==> config.mk <==
export PLATFORM = sky130hd
export DESIGN_NAME = if_stage
export DESIGN_NICKNAME = d
export VERILOG_FILES = /design/src/rtl/if_stage.sv
export SDC_FILE = /design/constraint.sdc
export NUM_CORES = 1
export LEC_CHECK = 0
export CAP_MARGIN = 20
export CORE_ASPECT_RATIO = 1.1
export CORE_MARGIN = 5
export CORE_UTILIZATION = 35
export CTS_CLUSTER_DIAMETER = 60
export DETAILED_ROUTE_END_ITERATION = 16
export HOLD_SLACK_MARGIN = 0.15
export PLACE_DENSITY_LB_ADDON = 0.2
export SETUP_SLACK_MARGIN = 0.4
export SLEW_MARGIN = 5
export SYNTH_ARGS = -nofsm -noshare
export SYNTH_HDL_FRONTEND = slang
export SYNTH_SLANG_ARGS = --single-unit
==> constraint.sdc <==
create_clock -name clk_i -period 3.65 [get_ports clk_i]
set_input_delay 0.365 -clock clk_i [delete_from_list [all_inputs] [get_ports clk_i]]
set_output_delay 0.365 -clock clk_i [all_outputs]
set_load 0.01 [all_outputs]
==> src/rtl/if_stage.sv <==
// Instruction-fetch stage with the IF/ID pipeline register for a 5-stage MIPS pipeline.
// A one-word buffer keeps a fetched instruction across a stall; DISCARD drains a stale request after a redirect.
module if_stage #(
  parameter logic [31:0] RESET_PC = 32'h0000_0000
) (
  input  logic        clk_i,
  input  logic        rst_i,
  input  logic        pc_write_i,
  input  logic        if_id_write_i,
  input  logic        flush_i,
  input  logic [31:0] branch_target_i,
  output logic        imem_req_o,
  output logic [31:0] imem_addr_o,
  input  logic        imem_ack_i,
  input  logic [31:0] imem_data_i,
  output logic [31:0] pc_o,
  output logic [31:0] pc_plus4_o,
  output logic [31:0] instr_o,
  output logic        valid_o
);

  typedef enum logic [1:0] {FETCH, HOLD, DISCARD} state_t;

  state_t      state, state_next;
  logic [31:0] pc, pc_next;
  logic [31:0] buffer, buffer_next;
  logic [31:0] redirect, redirect_next;
  logic [31:0] pc_plus4;
  logic [31:0] new_instr;
  logic        load_instr;
  logic        load_bubble;
  logic        advance;

  assign advance     = pc_write_i & if_id_write_i;
  assign pc_plus4    = pc + 32'd4;
  assign imem_addr_o = pc;
  // The request is held low during reset so an abandoned fetch is never re-issued early.
  assign imem_req_o  = rst_i & (state != HOLD);

  always_comb begin
    state_next    = state;
    pc_next       = pc;
    buffer_next   = buffer;
    redirect_next = redirect;
    new_instr     = 32'h0;
    load_instr    = 1'b0;
    load_bubble   = 1'b0;
    case (state)
      FETCH: begin
        if (imem_ack_i && flush_i) begin
          pc_next     = branch_target_i;
          load_bubble = 1'b1;
        end else if (imem_ack_i && advance) begin
          new_instr  = imem_data_i;
          load_instr = 1'b1;
          pc_next    = pc_plus4;
        end else if (imem_ack_i) begin
          buffer_next = imem_data_i;
          state_next  = HOLD;
          load_bubble = if_id_write_i;
        end else if (flush_i) begin
          redirect_next = branch_target_i;
          load_bubble   = 1'b1;
          state_next    = DISCARD;
        end else begin
          load_bubble = if_id_write_i;
        end
      end
      HOLD: begin
        if (flush_i) begin
          pc_next     = branch_target_i;
          load_bubble = 1'b1;
          state_next  = FETCH;
        end else if (advance) begin
          new_instr  = buffer;
          load_instr = 1'b1;
          pc_next    = pc_plus4;
          state_next = FETCH;
        end
      end
      DISCARD: begin
        // A flush arriving alongside the ack is the newest redirect and takes effect directly.
        if (flush_i) redirect_next = branch_target_i;
        if (imem_ack_i) begin
          pc_next    = flush_i ? branch_target_i : redirect;
          state_next = FETCH;
        end
        load_bubble = if_id_write_i | flush_i;
      end
      default: state_next = FETCH;
    endcase
  end

  always_ff @(posedge clk_i or negedge rst_i) begin
    if (!rst_i) begin
      state    <= FETCH;
      pc       <= RESET_PC;
      buffer   <= 32'h0;
      redirect <= 32'h0;
    end else begin
      state    <= state_next;
      pc       <= pc_next;
      buffer   <= buffer_next;
      redirect <= redirect_next;
    end
  end

  always_ff @(posedge clk_i or negedge rst_i) begin
    if (!rst_i) begin
      pc_o       <= 32'h0;
      pc_plus4_o <= 32'h0;
      instr_o    <= 32'h0;
      valid_o    <= 1'b0;
    end else if (load_instr) begin
      pc_o       <= pc;
      pc_plus4_o <= pc_plus4;
      instr_o    <= new_instr;
      valid_o    <= 1'b1;
    end else if (load_bubble) begin
      pc_o       <= 32'h0;
      pc_plus4_o <= 32'h0;
      instr_o    <= 32'h0;
      valid_o    <= 1'b0;
    end
  end

endmodule

==> metrics.txt <==
final setup violation count=0; Die X=169 um; clock buffer depth=2; die area=31400 um2; PwrDens=788 nW/um2; reg2reg end=imem_addr_o[16]; Overflow after GRT=0; drt first pass iters=5; Layout area overhead=29.9%; Pins Over Slew Limit=0; worst path required time=3.97 ns; R2R setup slack=0.65 ns; Fillers=2699; Row Count=64; Int Pwr=5.88 mW; switching portion of total power=41.3%; Via density=5.54; post-synthesis async set-or-reset flop share=100%; antenna violations before repair=2; Ant. Diodes=0; RSZ-0062 raised after global routing=false; remaining antenna violation count=0; sequential area share after synthesis=49.4%; Max stage delay cell, worst path=clkinv_1; post-synthesis register bit count=193; TritonCTS Buffers=17; Multi-input gate area=4550 um2; min-delay worst type=primary input to asynchronous set/reset pin; Max VDD drop=0.510 mV; CP Class=flip-flop to flip-flop; P_leak=5.43 nW; slew at the pin closest to its max-slew limit=0.833 ns; pin count of the biggest net entering global routing=135; Initial Util=35.3%; Worst Skew=0.0150 ns; switching power=4.13 mW; headroom to the max-slew limit=44.4%; wire length per cell=20.2 um; GRT Overall Usage=19.4%; Worst setup SP type=flip-flop; Layout Nets=1218; core area=27700 um2; FF/Latch Area=4830 um2; first-pass GRT wire length=48400 um; number of enable flip-flop cells after synthesis=0; Min Clock Period, post-route=3.00 ns; Hold Vio Cnt, Final=0; via count=8413; Crit path buffers/inverters=2; die height=185 um; clock-pin slew on the worst setup and hold paths=0.08 ns; clock share of power=19.2%; CTS sink cnt=193; hold_ws=0.458 ns; Iter 0 DRT Violations=770; crit share post-route=82.1%; R2R depth=7; syn nets=1066; drt total wl=30600 um; mean post-synth cell area=9.87 um2; number of global-route vias before repair=8162; ys flop type=dfrtp_1; synth warn=0; hpwl dp=20900 um; CTS tree=built; f_max=334 MHz; gpl congestion=0.883; synth unique cells=66; Max Cap Viol=0; Ports=200; Netlist Area Pre-Place=9780 um2; Mapped Cells=991; clock latency on the worst-skew pair=0.44 ns; CP endpoint kind=flip-flop; combinational share of power=44.5%; H-tree depth=4; number of buffers added on ports=199; crit-path cells=inv_1, ha_1, clkinv_1, a221o_1, a21o_1, a21oi_1, o2bb2ai_1; status=completed; CP arrival=3.32 ns; layout cells sized above 1=12.5%; Flop pwr share=36.3%; CP delay by family, top=compound AO/OA/AOI/OAI gates; crit-path max cell delay=0.75 ns; Worst R2R Start=state[0]; clk root buf=clkbuf_16; Residual DRC=0; setup_tns=0 ns; CP Max Fanout=23
## cell usage after synthesis (7+ instances only)
| cell type | count | area share (%) |
|---|---|---|
| xnor2_1 | 8 | 0.72 |
| nor4_1 | 8 | 0.51 |
| a22oi_1 | 12 | 0.92 |
| o211ai_1 | 9 | 0.69 |
| a21o_1 | 39 | 3.0 |
| dfrtp_1 | 193 | 49 |
| a31oi_1 | 14 | 0.90 |
| a21oi_1 | 93 | 4.8 |
| xor2_1 | 16 | 1.4 |
| nor2_1 | 44 | 1.7 |
| inv_1 | 12 | 0.46 |
| buf_2 | 19 | 0.97 |
| clkbuf_1 | 62 | 2.4 |
| a221oi_1 | 9 | 0.81 |
| nand3_1 | 19 | 0.97 |
| nor3_1 | 11 | 0.56 |
| mux2_2 | 65 | 7.5 |
| o21ai_0 | 79 | 4.0 |
| a22o_1 | 36 | 3.2 |
| o22ai_1 | 7 | 0.45 |
| and3_1 | 8 | 0.51 |
| nand2_1 | 117 | 4.5 |
| nand4_1 | 9 | 0.58 |
## routing by layer
layer  share of wire (%)  GRT usage (%)  vias up
met5               0.082              0        -
met4                 1.2           4.22        4
met3                 8.0           4.80       33
met2                  46           30.8      349
met1                  45           26.9     4103
li1                    -              -     3924
## flip-flops by register name, summed over array words and instances, names as in the netlist
| register | count |
|---|---|
| buffer | 32 |
| imem_addr_o | 32 |
| instr_o | 32 |
| pc_o | 32 |
| redirect | 32 |
| pc_plus4_o | 30 |
| state | 2 |
| valid_o | 1 |
## per-stage QoR
step	total power, mW	util [%]	instance area [um2]	setup slack [ns]	cells
2_1_floorplan	6.24	-	9780	1.46	991
3_5_place_dp	8.10	43.6	12100	0.750	1486
4_1_cts	10.0	45.8	12700	0.721	1519
5_1_grt	10.6	45.8	12700	0.457	1519
6_report	10.0	45.8	12700	0.652	1519
3_3_place_gp	8.03	43.6	12100	0.824	1486
## layout by cell type, fill, tap and decap left out, types with 5 or more instances in the layout
cell type / n
xor2_1: 16
o211ai_1: 9
nor3_1: 11
clkdlybuf4s50_1: 198
ha_1: 5
a221oi_1: 9
a211oi_1: 5
nand4_1: 9
a31oi_1: 14
inv_1: 12
a21oi_1: 92
and3_1: 8
dfrtp_1: 193
a221o_1: 5
buf_4: 20
o32ai_1: 5
o31ai_1: 5
mux2_2: 65
a22o_1: 36
clkbuf_16: 17
a22oi_1: 12
xnor2_1: 8
nand2_1: 117
nand3_1: 19
nor2_1: 41
a21o_1: 39
o22ai_1: 7
nor4_1: 8
o21ai_0: 79
## power by group through the flow
stage / Combinational (mW) / Sequential, mW / Clock, mW
after floorplan: 2.77 / 3.47 / 0
after global placement: 4.39 / 3.64 / 0
after detailed placement: 4.44 / 3.66 / 0
after CTS: 4.46 / 3.62 / 1.97
after global routing: 4.85 / 3.74 / 2.06
final: 4.46 / 3.63 / 1.92
## kinds of logic (layout without fill, tap and decap cells)
group           Yosys count  count (layout)  share of synthesized area, %
buf+inv                 103             268                          4.32
xor+xnor                 24              24                          2.15
fa+ha+maj                 5               5                         0.640
compound gates          346             346                          23.2
flops                   193             193                          49.4
mux                      68              68                          7.79
simple gates            252             252                          12.5
## final cells by class
| cell class | count | area share, % |
|---|---|---|
| clock buffers | 18 | 3.38 |
| clock inverters | 14 | 1.32 |
| inverters | 13 | 0.384 |
| multi-input cells | 695 | 35.9 |
| flip-flops and latches | 193 | 38.0 |
| well taps | 363 | 3.58 |
| repair buffers | 223 | 17.5 |
## how the worst max path moves through the flow
stage | startpoint | endpoint | slack (ns) | depth (start not counted)
after floorplan | state[0] | imem_addr_o[30] | 1.46 | 9
after global placement | state[0] | imem_addr_o[16] | 0.82 | 7
after detailed placement | state[1] | imem_addr_o[10] | 0.75 | 7
after CTS | state[0] | imem_addr_o[16] | 0.72 | 7
after global routing | state[0] | imem_addr_o[10] | 0.46 | 7
final | state[0] | imem_addr_o[16] | 0.65 | 7
## what timing repair did
action                    CTS  global route
gates resized for setup     0             0
hold endpoints to repair   59             0
setup buffers               0             0
hold buffers                1             0
No activity file was read; power rests on OpenSTA's default activity.
